--- src/rtl/clock_set_pkg.sv ---
// Shared types and constants for the time-entry controller: FSM states,
// field-select codes, BCD field limits and snapshot clean-up.
package clock_set_pkg;

  typedef logic [7:0] bcd8_t;

  typedef enum logic [2:0] {
    IDLE,
    EDIT_HH,
    EDIT_MM,
    EDIT_SS,
    COMMIT
  } state_t;

  localparam logic [1:0] FS_NONE = 2'd0;
  localparam logic [1:0] FS_HH   = 2'd1;
  localparam logic [1:0] FS_MM   = 2'd2;
  localparam logic [1:0] FS_SS   = 2'd3;

  localparam bcd8_t HH_MAX = 8'h23;
  localparam bcd8_t MS_MAX = 8'h59;

  // Any digit outside its legal range for this field becomes 0.
  function automatic bcd8_t bcd_sanitize(input bcd8_t val, input bcd8_t max);
    bcd8_t res;
    res = val;
    if (val[7:4] > max[7:4]) res[7:4] = 4'd0;
    if (val[3:0] > 4'd9 || (val[7:4] == max[7:4] && val[3:0] > max[3:0]))
      res[3:0] = 4'd0;
    return res;
  endfunction

endpackage

--- src/rtl/bcd_field_adj.sv ---
// Combinational one-step BCD field adjuster with wrap at 00 and at max.
// Up and down together leave the value unchanged.
module bcd_field_adj
  import clock_set_pkg::*;
(
  input  bcd8_t val,
  input  bcd8_t max,
  input  logic  up,
  input  logic  down,
  output bcd8_t next
);

  bcd8_t inc;
  bcd8_t dec;

  always_comb begin
    if (val == max)              inc = 8'h00;
    else if (val[3:0] == 4'd9)   inc = {val[7:4] + 4'd1, 4'd0};
    else                         inc = {val[7:4], val[3:0] + 4'd1};

    if (val == 8'h00)            dec = max;
    else if (val[3:0] == 4'd0)   dec = {val[7:4] - 4'd1, 4'd9};
    else                         dec = {val[7:4], val[3:0] - 4'd1};

    case ({up, down})
      2'b10:   next = inc;
      2'b01:   next = dec;
      default: next = val;
    endcase
  end

endmodule

--- src/rtl/clock_time_setter.sv ---
// Time-entry controller feeding the load side of the BCD clock.
// Define CLOCK_SET_DOWN_EN to enable btn_down; otherwise fields only step up.
module clock_time_setter
  import clock_set_pkg::*;
#(
  parameter int SET_PULSE_CYCLES = 2,
  parameter int TIMEOUT_CYCLES   = 30
) (
  input  logic        clk,
  input  logic        reset_time_n,
  input  logic        btn_mode,
  input  logic        btn_up,
  input  logic        btn_down,
  input  logic        btn_cancel,
  input  logic [23:0] time_now,
  output logic [23:0] time_in,
  output logic        set_time,
  output logic        editing,
  output logic [1:0]  field_sel
);

  localparam int TO_W = $clog2(TIMEOUT_CYCLES + 2);
  localparam int PC_W = $clog2(SET_PULSE_CYCLES + 1);

  state_t            state;
  logic [23:0]       edit_reg;
  logic [TO_W-1:0]   to_cnt;
  logic [PC_W-1:0]   pulse_cnt;
  logic [3:0]        btn_cur;
  logic [3:0]        btn_prev;
  logic [3:0]        btn_edge;
  logic              down_in;

`ifdef CLOCK_SET_DOWN_EN
  assign down_in = btn_down;
`else
  logic unused_down;
  assign unused_down = btn_down;
  assign down_in     = 1'b0;
`endif

  // Edge bit order: {cancel, mode, up, down}
  assign btn_edge = btn_cur & ~btn_prev;

  logic cancel_edge, mode_edge, up_edge, down_edge;
  assign cancel_edge = btn_edge[3];
  assign mode_edge   = btn_edge[2];
  assign up_edge     = btn_edge[1];
  assign down_edge   = btn_edge[0];

  bcd8_t adj_val;
  bcd8_t adj_max;
  bcd8_t adj_next;

  always_comb begin
    adj_val = edit_reg[23:16];
    adj_max = HH_MAX;
    case (field_sel)
      FS_MM: begin adj_val = edit_reg[15:8]; adj_max = MS_MAX; end
      FS_SS: begin adj_val = edit_reg[7:0];  adj_max = MS_MAX; end
      default: ;
    endcase
  end

  bcd_field_adj u_adj (
    .val  (adj_val),
    .max  (adj_max),
    .up   (up_edge),
    .down (down_edge),
    .next (adj_next)
  );

  always_ff @(posedge clk or negedge reset_time_n) begin
    if (!reset_time_n) begin
      state     <= IDLE;
      btn_cur   <= '0;
      btn_prev  <= '0;
      edit_reg  <= '0;
      to_cnt    <= '0;
      pulse_cnt <= '0;
      time_in   <= '0;
      set_time  <= 1'b0;
      editing   <= 1'b0;
      field_sel <= FS_NONE;
    end else begin
      btn_prev <= btn_cur;
      btn_cur  <= {btn_cancel, btn_mode, btn_up, down_in};
      case (state)
        IDLE: begin
          if (mode_edge) begin
            edit_reg  <= {bcd_sanitize(time_now[23:16], HH_MAX),
                          bcd_sanitize(time_now[15:8],  MS_MAX),
                          bcd_sanitize(time_now[7:0],   MS_MAX)};
            state     <= EDIT_HH;
            editing   <= 1'b1;
            field_sel <= FS_HH;
            to_cnt    <= '0;
          end
        end
        EDIT_HH, EDIT_MM, EDIT_SS: begin
          to_cnt <= to_cnt + 1'b1;
          if (cancel_edge) begin
            state     <= IDLE;
            editing   <= 1'b0;
            field_sel <= FS_NONE;
          end else if (mode_edge) begin
            to_cnt <= '0;
            if (state == EDIT_HH) begin
              state     <= EDIT_MM;
              field_sel <= FS_MM;
            end else if (state == EDIT_MM) begin
              state     <= EDIT_SS;
              field_sel <= FS_SS;
            end else begin
              // Load value is frozen here and held until the next commit
              state     <= COMMIT;
              editing   <= 1'b0;
              field_sel <= FS_NONE;
              time_in   <= edit_reg;
              set_time  <= 1'b1;
              pulse_cnt <= '0;
            end
          end else if (up_edge || down_edge) begin
            to_cnt <= '0;
            case (field_sel)
              FS_HH:   edit_reg[23:16] <= adj_next;
              FS_MM:   edit_reg[15:8]  <= adj_next;
              default: edit_reg[7:0]   <= adj_next;
            endcase
          end else if (TIMEOUT_CYCLES != 0 && to_cnt == TO_W'(TIMEOUT_CYCLES - 1)) begin
            state     <= IDLE;
            editing   <= 1'b0;
            field_sel <= FS_NONE;
          end
        end
        COMMIT: begin
          if (pulse_cnt == PC_W'(SET_PULSE_CYCLES - 1)) begin
            set_time <= 1'b0;
            state    <= IDLE;
          end else begin
            pulse_cnt <= pulse_cnt + 1'b1;
          end
        end
        default: state <= IDLE;
      endcase
    end
  end

endmodule

--- config.mk ---
export PLATFORM = sky130hd
export DESIGN_NAME = clock_time_setter
export DESIGN_NICKNAME = d
export VERILOG_FILES = /design/src/rtl/clock_set_pkg.sv /design/src/rtl/bcd_field_adj.sv /design/src/rtl/clock_time_setter.sv
export SDC_FILE = /design/constraint.sdc
export NUM_CORES = 1
export LEC_CHECK = 0
export ABC_AREA = 1
export CAP_MARGIN = 20
export CORE_ASPECT_RATIO = 0.5
export CORE_MARGIN = 2
export CORE_UTILIZATION = 50
export CTS_CLUSTER_SIZE = 24
export DETAILED_ROUTE_END_ITERATION = 16
export PLACE_DENSITY = 0.75
export SLEW_MARGIN = 20
export SYNTH_ARGS = -nofsm -noshare
export SYNTH_HDL_FRONTEND = slang
export SYNTH_SLANG_ARGS = --single-unit
export TNS_END_PERCENT = 20
--- constraint.sdc ---
create_clock -name clk -period 6 [get_ports clk]
set_input_delay 0.6 -clock clk [delete_from_list [all_inputs] [get_ports clk]]
set_output_delay 0.6 -clock clk [all_outputs]
set_load 0.01 [all_outputs]
* Word-level counts from Yosys, hierarchy flattened
Index checks and enable logic that the tools add are counted.
Cells by class: add/subtract/negate cells 6, $lt $le $gt $ge 7, eq/ne operators 32, multiplexer cells 63, bitwise logic cells 5, reduce and logical (&&, ||, !) cells 25
Operators with widths (count):
- 24-bit 2-to-1 mux | 4
- 8-bit 2-to-1 mux | 7
- 24-bit one-hot mux with 2 select lines | 1
- 6-bit AND reduction | 6
- 8-bit one-hot mux with 2 select lines | 2
- 2-bit 2-to-1 mux | 12
- 3-bit 2-to-1 mux | 8
- 4-bit 2-to-1 mux | 6
- 5-bit 2-to-1 mux | 4
- 2-bit != test (second input constant) | 10
- 4-bit != test (second input constant) | 4
- 4-bit greater-than comparator (second input constant) | 3
- 1-bit 2-to-1 mux | 12
- 5-bit one-hot mux with 2 select lines | 1
- 3-bit one-hot mux with 3 select lines | 1
- 4-bit by 1-bit adder with 4-bit output (second input constant) | 2
- 4-bit by 3-bit == test with 1-bit output (second input constant) | 2
- 8-bit by 7-bit == test with 1-bit output | 1
- 4-bit by 2-bit greater-than comparator with 1-bit output (second input constant) | 2
- 4-bit by 3-bit greater-than comparator with 1-bit output (second input constant) | 2
- 8-bit logical NOT | 1
- 2-bit one-hot mux with 2 select lines | 2
- 4-bit AND reduction | 2
- 4-bit by 1-bit subtractor with 4-bit output (second input constant) | 2
- other kinds (25) | 41
Storage, ports and cells: bits in registers 68, input port bits 30, output and inout bits 28

* Logic depth before layout (Yosys ltp)
Gate-level depths: netlist of the first run.
depth in word-level cells 11, gate-level depth with buffers 16

* Hierarchy
From an unflattened synthesis of the first run, not the netlist that was laid out.
Second synthesis, totals: cells, all modules 586, area total of the unflattened synthesis 4204.0 um^2
Modules (own cells, without submodules):
- clock_time_setter | instances 1, cells each 418, area each 3273.1 um^2, seq. area each 1701.6 um^2
- bcd_field_adj | instances 1, cells each 168, area each 930.9 um^2, seq. area each 0.0 um^2

* Least setup slack after synthesis of the first run
No wires, ideal clock.
kind reg-to-reg, from register field_sel[0], to register edit_reg[14], arrival 1.939 ns, required time 5.929 ns, slack 3.990 ns, cell stages (with the launch flop) 16, path buffers 1, cell sequence dfrtp_1 -> inv_1 -> ha_1 -> buf_6 -> inv_1 -> nand2_1 -> o21bai_1 -> ha_1 -> inv_1 -> nor2_1 -> nand2_2 -> nand2_1 -> nand2_1 -> nor2_2 -> nor2_1 -> nor2_1
Between the ends: cells in the longest elaborated chain, start to end 11
Ends and longest elaborated chain:
- start: declaration | RTL line clock_time_setter.sv:19 | output logic [1:0] field_sel
- start signal: assignment | RTL line clock_time_setter.sv:84 | field_sel <= FS_NONE;
- start signal: assignment | RTL line clock_time_setter.sv:96 | field_sel <= FS_HH;
- start signal: assignment | RTL line clock_time_setter.sv:105 | field_sel <= FS_NONE;
- 2-bit == test (on tied branches) | RTL line clock_time_setter.sv:58, clock_time_setter.sv:125
- 8-bit one-hot mux with 2 select lines or 2-bit OR reduction (tied branches)
- 4-bit by 1-bit subtractor with 4-bit output, or another cell as far along | RTL line bcd_field_adj.sv:22 | else if (val[3:0] == 4'd0) dec = {val[7:4] - 4'd1, 4'd9};
- 8-bit 2-to-1 mux, or another cell as far along | RTL line bcd_field_adj.sv:22
- 8-bit 2-to-1 mux (on tied branches) | RTL line bcd_field_adj.sv:21, bcd_field_adj.sv:17
- 8-bit one-hot mux with 2 select lines | RTL line bcd_field_adj.sv:25 | case ({up, down})
- 8-bit 2-to-1 mux | RTL line clock_time_setter.sv:125 | case (field_sel)
- 24-bit 2-to-1 mux | RTL line clock_time_setter.sv:123 | end else if (up_edge || down_edge) begin
- 24-bit 2-to-1 mux | RTL line clock_time_setter.sv:106 | end else if (mode_edge) begin
- 24-bit 2-to-1 mux | RTL line clock_time_setter.sv:102 | if (cancel_edge) begin
- 24-bit one-hot mux with 2 select lines | RTL line clock_time_setter.sv:88 | case (state)
- end signal: assignment | RTL line clock_time_setter.sv:91 | edit_reg <= {bcd_sanitize(time_now[23:16], HH_MAX),
- end signal: assignment | RTL line clock_time_setter.sv:127 | FS_MM: edit_reg[15:8] <= adj_next;
- end: declaration | RTL line clock_time_setter.sv:26 | logic [23:0] edit_reg;
Several ways; a longest one is shown, not always the timed one. The select of a mux whose other input is x is not followed. A chain may end at the register's enable or synchronous reset.

* Worst setup path after layout of the first run
from register field_sel[0], to register edit_reg[6]
The elaborated chain is that of the path after synthesis.

==> metrics.csv, run 1 <==
stage,metric,value,unit
drt,TritonRoute pass-1 iters,4,
placed_design,placed cells,616,
synthesis,largest family of logic cells by synthesized area,simple AND/OR/NAND/NOR gates,
cells_and_area,storage element area,1700,um2
setup_path,Worst setup EP type,flip-flop,
floorplan,Die H,64.9,um
sta,FMAX,409,MHz
grt,global-route wire length before repair,14500,um
synthesis,Mapped Nets,512,
clock_network,CTS tree,done,
clock_network,Hold Buf Count CTS,0,
sta,min Tclk post-route,2.44,ns
power_and_ir_drop,VDD IR-drop max,0.239,mV
sta,worst setup margin,3.56,ns
drt,WL final,8390,um
cells_and_area,final instance count without filler cells,631,
sta,Worst slew margin,0.430,
cells_and_area,Antenna diodes,0,
cells_and_area,fraction of layout cells with a size suffix above 1,0.108,
synthesis,"EDFF count, synth",0,
clock_network,Skew-Pair Late Insertion Delay,0.33,ns
synthesis,Syn Area/Cell,7.83,um2
synthesis,dominant cell type by area after synthesis,dfrtp_1,
sta,TNS Setup,0,ns
run_status,status,finished clean,
job,Max Cap Viol,0,
clock_network,H-tree level count,3,
setup_path,FF-to-FF path depth,14,
placed_design,DP Worst Slack,3.58,ns
setup_path,RR Endpoint,edit_reg[6],
placed_design,HPWL after DPL,5960,um
cells_and_area,area of the multi-input gates,1680,um2
grt,gr ovfl total,0,
setup_path,Worst Path Required,6.27,ns
synthesis,Commonest cells post-synth,"nand2_1 (128), dfrtp_1 (68), inv_1 (59)",
sta,count of final setup violators,0,
setup_path,R2R setup slack,3.56,ns
clock_network,post-CTS sizing,0,
synthesis,compound-cell area share of the yosys netlist,0.0974,
placed_design,number of port buffers,56,
setup_path,Slowest Stage Delay on Critical Path,0.40,ns
worst_hold_path,hold path endpoint,btn_prev[3],
setup_path,crit path kind,reg -> reg,
sta,skew final,0.00610,ns
grt,initial antenna violation count,0,
drt,vias,3207,
floorplan,Row Count,22,
sta,RSZ-0062 raised after global routing,no,
clock_network,CTS Buf Count,9,
setup_path,"Arr. time, crit path",2.71,ns
setup_path,worst r2r src,field_sel[0],
grt,largest net degree at the start of global routing,69,
synthesis,post-synthesis mux area share,0.0273,
worst_hold_path,min-delay worst type,reg -> reg,
drt,Remaining DRCs,0,
synthesis,post-synthesis cell type count,34,
floorplan,Die Area,8170,um2
synthesis,fraction of the mapped netlist area in adder cells,0.0270,
drt,initial DRC count,281,
setup_path,crit path cell chain,"inv_1, ha_1, nor2_4, nand2_1, nand3_2, ha_1, inv_1, nor2_1, nand2_2, nand2_1, nand2_1, nor2_2, nor2_1, nor2_1",
clock_network,CTS Sinks,68,
cells_and_area,Nets,569,
clock_network,post-CTS setup buffers,0,
worst_hold_path,hold path depth,0,
synthesis,Syn Inst Count,474,
synthesis,ys flop type,dfrtp_1,
synthesis,asr flop ratio synth,1.00,
setup_path,critical path peak fanout,13,
setup_path,kind of cell adding the most delay to the critical path,simple AND/OR/NAND/NOR gates,
cells_and_area,Syn-to-layout area delta,23.1,%
drt,vias per cell,5.08,
synthesis,Area contributors post-synth,"dfrtp_1 (46%), nand2_1 (13%), inv_1 (6.0%), nor2_1 (5.2%), nand3_1 (4.9%)",
synthesis,Ys Warns,0,
cells_and_area,fill cell count,673,
clock_network,clock buffer depth,2,
drt,DR WL/cell,13.3,um
synthesis,most common cell in the netlist,nand2_1,
grt,vias in the first global route,3146,
setup_path,WP buf/inv,2,
placed_design,routability-driven placement congestion ratio,0.934,
floorplan,die width,126,um
synthesis,Yosys top cell area share,0.459,
setup_path,Startpoint Class,flip-flop,
synthesis,synthesized area,3710,um2
floorplan,Initial Utilization,0.511,
placed_design,dpl cell area,4320,um2
worst_hold_path,Hold Crit Start,btn_cur[3],
cells_and_area,final instance area,4570,um2
drt,Routed Antenna Nets,0,
sta,pins over their slew limit,0,
power_and_ir_drop,power per cell area,592,nW/um2
grt,Total Routing Usage GR,0.228,
floorplan,Core Box Area,7270,um2
synthesis,Post-Synth Simple-Gate Area,0.293,
sta,Least-Margin Pin Slew,0.854,ns
power_and_ir_drop,LEAKAGE,0.00231,uW
sta,crit share post-route,0.407,
synthesis,Yosys reg bits,68,
synthesis,XOR/XNOR Fraction of Synth Area,0.00708,
sta,Fin. Hold Viols,0,
floorplan,I/O pin count,58,
clock_network,Clock transition at path regs,0.05,ns
setup_path,worst-path cell with the longest stage delay,ha_1,
synthesis,post-synthesis sequential area ratio,0.459,
sta,Hold Slack,0.372,ns
clock_network,Root Buffer,clkbuf_16,
## how the worst max path moves through the flow
stage / depth (start not counted) / from / slack [ns] / to
floorplan: 15 / field_sel[0] / 3.99 / edit_reg[14]
global placement: 14 / field_sel[0] / 3.59 / edit_reg[6]
detailed placement: 14 / field_sel[0] / 3.58 / edit_reg[6]
CTS: 14 / field_sel[0] / 3.53 / edit_reg[6]
global route: 14 / field_sel[0] / 3.30 / edit_reg[14]
finish: 14 / field_sel[0] / 3.56 / edit_reg[6]
## power breakdown
group          switching [uW]  total, uW  leakage [uW]  internal (uW)
combinational             932       1490       0.00136            558
clock                     181        456      0.000126            275
sequential                114        761      0.000832            647
total                    1230       2710       0.00231           1480
## per-stage QoR
step	total power [uW]	util
finish	2710	0.629
floorplan	1820	-
CTS	2710	0.629
global route	2960	0.629
global placement	2200	0.594
detailed placement	2230	0.594
## area by class of cell
class,count,area share
clock buffer,12,0.0518
multi-input combinational,329,0.367
timing repair buffer,59,0.127
inverter,64,0.0526
clock inverter,3,0.00329
sequential,68,0.373
tap,96,0.0263
## per-layer routing
layer	wire (um)	vias to the layer above	GRT usage
met2	3710	83	0.351
met5	0	-	0
met4	157	0	0.0879
li1	-	1615	-
met3	556	19	0.0578
met1	3970	1490	0.313
## worst reg2reg max path, cell delays in order, from the launching register on
cell and delay (ns):
dfrtp_1 0.39, inv_1 0.08, ha_1 0.40, nor2_4 0.39, nand2_1 0.15, nand3_2 0.13, ha_1 0.16, inv_1 0.04
nor2_1 0.16, nand2_2 0.06, nand2_1 0.05, nand2_1 0.06, nor2_2 0.18, nor2_1 0.06, nor2_1 0.09
## layout by cell type (no fill, tap or decap), types with 2 or more instances in the layout
master	synthesis	routed
inv_2	5	5
o21a_1	4	4
nand3_2	3	3
mux2_2	9	9
nand2_1	128	128
clkbuf_16	0	9
ha_1	8	8
clkinv_2	0	3
nor2_4	4	4
a22oi_1	3	3
a21oi_1	12	12
inv_1	59	59
nor3_1	6	6
clkdlybuf4s50_1	0	55
o22ai_1	3	3
nand3_1	36	36
nor2_1	51	51
xor2_1	2	2
o21ai_0	29	29
nand2_4	2	2
or2_2	2	2
clkbuf_1	2	3
dfrtp_1	68	68
nand2_2	7	7
buf_4	2	3
a21oi_2	4	4
a31oi_1	4	4
nor2_2	5	5
## cells by family after synthesis
family,after synthesis
mux,9
flops,68
compound gates,62
buf+inv,77
simple gates,247
fa+ha+maj,8
xor+xnor,3
Power figures use the tool's default switching activity.
==> inputs of run 2 (changes only) <==
==> constraint.sdc (replaced) <==
create_clock -name clk -period 2.35 [get_ports clk]
set_input_delay 0.235 -clock clk [delete_from_list [all_inputs] [get_ports clk]]
set_output_delay 0.235 -clock clk [all_outputs]
set_load 0.01 [all_outputs]
==> metrics.csv, run 2 (synthesis results as in run 1) <==
stage,metric,value,unit
sta,min Tclk post-route,2.14,ns
drt,vias per cell,4.97,
setup_path,Worst setup EP type,flip-flop,
cells_and_area,most frequent cells in the layout,"nand2_1 (128), dfrtp_1 (68), inv_1 (59)",
cells_and_area,Nets,581,
floorplan,Row Count,22,
cells_and_area,Syn-to-layout area delta,26.6,%
clock_network,Root Buffer,clkbuf_16,
grt,global-route wire length before repair,14000,um
placed_design,HPWL after DPL,6210,um
floorplan,Initial Utilization,0.511,
drt,WL final,8360,um
floorplan,Core Box Area,7270,um2
power_and_ir_drop,Combinational Power Share,0.559,
setup_path,Slowest Stage Delay on Critical Path,0.41,ns
worst_hold_path,min-delay worst type,in -> reg,
cells_and_area,Antenna diodes,0,
setup_path,worst-path cell with the longest stage delay,dfrtp_1,
setup_path,Worst Path Required,2.58,ns
grt,initial antenna violation count,0,
worst_hold_path,Hold Crit Start,btn_mode,
floorplan,Die H,64.9,um
setup_path,R2R setup slack,0.21,ns
sta,skew final,0.00546,ns
setup_path,Startpoint Class,flip-flop,
grt,largest net degree at the start of global routing,69,
clock_network,Skew-Pair Late Insertion Delay,0.33,ns
sta,pins over their slew limit,0,
drt,Remaining DRCs,0,
setup_path,crit path launch,field_sel[0],
grt,gr ovfl total,0,
setup_path,crit path cell chain,"inv_1, ha_2, nor2_4, buf_4, a21oi_2, nand3_1, nor2_1, nand2_1, nand3_1, nand3_1, nand2_1, inv_1",
placed_design,routability-driven placement congestion ratio,0.884,
setup_path,crit path kind,reg -> reg,
power_and_ir_drop,clock power share,0.167,
sta,FMAX,467,MHz
setup_path,critical path peak fanout,9,
clock_network,CTS Sinks,68,
floorplan,I/O pin count,58,
sta,crit share post-route,0.912,
cells_and_area,"commonest non-fill, non-tap cell in the layout",nand2_1,
cells_and_area,fraction of layout cells with a size suffix above 1,0.132,
placed_design,number of port buffers,56,
power_and_ir_drop,Internal,3970,uW
cells_and_area,fill cell count,641,
sta,Fin. Hold Viols,0,
clock_network,CTS tree,done,
power_and_ir_drop,LEAKAGE,0.00238,uW
drt,vias,3191,
drt,DR WL/cell,13.0,um
sta,Worst slew margin,0.667,
drt,TritonRoute pass-1 iters,4,
cells_and_area,Layout Utilization,0.646,
drt,initial DRC count,223,
grt,vias in the first global route,3009,
power_and_ir_drop,Sw Pwr,3140,uW
floorplan,die width,126,um
sta,Least-Margin Pin Slew,0.499,ns
clock_network,H-tree level count,3,
setup_path,"Arr. time, crit path",2.37,ns
setup_path,"Top cell by count, worst path",nand3_1,
power_and_ir_drop,VDD IR-drop max,0.706,mV
run_status,status,finished clean,
power_and_ir_drop,sw frac,0.441,
setup_path,kind of cell adding the most delay to the critical path,simple AND/OR/NAND/NOR gates,
grt,Total Routing Usage GR,0.220,
job,Max Cap Viol,0,
setup_path,RR Endpoint,edit_reg[5],
sta,RSZ-0062 raised after global routing,no,
setup_path,worst r2r src,field_sel[0],
floorplan,Die Area,8170,um2
clock_network,clock buffer depth,2,
worst_hold_path,hold path endpoint,btn_cur[2],
power_and_ir_drop,power per cell area,1510,nW/um2
power_and_ir_drop,sequential share of power,0.274,
sta,count of final setup violators,0,
setup_path,FF-to-FF path depth,12,
sta,TNS Setup,0,ns
clock_network,CTS Buf Count,9,
drt,Routed Antenna Nets,0,
clock_network,Clock transition at path regs,0.05,ns
worst_hold_path,hold path depth,1,
setup_path,WP buf/inv,3,
run 2: cell type report:
cell class | count | area [um2] | area share
sequential | 68 | 1700 | 0.362
inverter | 64 | 240 | 0.0511
multi-input combinational | 329 | 1680 | 0.358
tap | 96 | 120 | 0.0256
clock inverter | 3 | 15.0 | 0.00320
timing repair buffer | 71 | 696 | 0.148
clock buffer | 11 | 243 | 0.0517
run 2: worst reg2reg max path: cells and delay by family (launching register included):
family	cells	cell delay, ns
AND/OR/NAND/NOR	7	0.84
flip-flops	1	0.41
adder cells (fa/ha/maj)	1	0.31
buffers and inverters	3	0.30
AO/OA/AOI/OAI	1	0.19
run 2: metal layers:
metal  up-vias  part of all wire  GRT usage
met3        11             0.050     0.0636
li1       1641                 -          -
met4         0             0.012     0.0659
met5         -                 0          0
met1      1475              0.50      0.307
met2        64              0.43      0.337
run 2: how the worst max path moves through the flow:
stage | to | slack (ns) | cells past startpoint
detailed placement | edit_reg[14] | 0.12 | 14
global placement | edit_reg[14] | 0.16 | 14
CTS | edit_reg[22] | 0.10 | 14
finish | edit_reg[5] | 0.21 | 12
global route | edit_reg[14] | 0.01 | 15
floorplan | edit_reg[14] | 0.34 | 15
run 2: what timing repair did:
action,4_1_cts,5_1_grt
endpoints found under the setup margin,0,19
resized for setup,0,2
hold buffers,1,0
buffers inserted,0,2
hold endpoints to repair,68,0
run 2: power groups by stage:
stage          combinational [uW]  sequential, uW  clock, uW
2_1_floorplan                2660            2000          0
3_3_place_gp                 3820            1940          0
3_5_place_dp                 3880            1960          0
4_1_cts                      3920            1950       1210
5_1_grt                      4470            2010       1270
6_report                     3970            1950       1190
run 2: per-stage QoR:
stage                     total power [uW]  hold WS, ns  setup slack (ns)  instances  cell area, um2
after floorplan                       4660      -0.0606             0.340        474            3710
after global placement                5770        0.282             0.160        625            4410
after detailed placement              5840        0.283             0.122        625            4410
after CTS                             7080        0.330             0.102        640            4680
after global routing                  7750        0.329            0.0142        642            4700
final                                 7110        0.339             0.208        642            4700
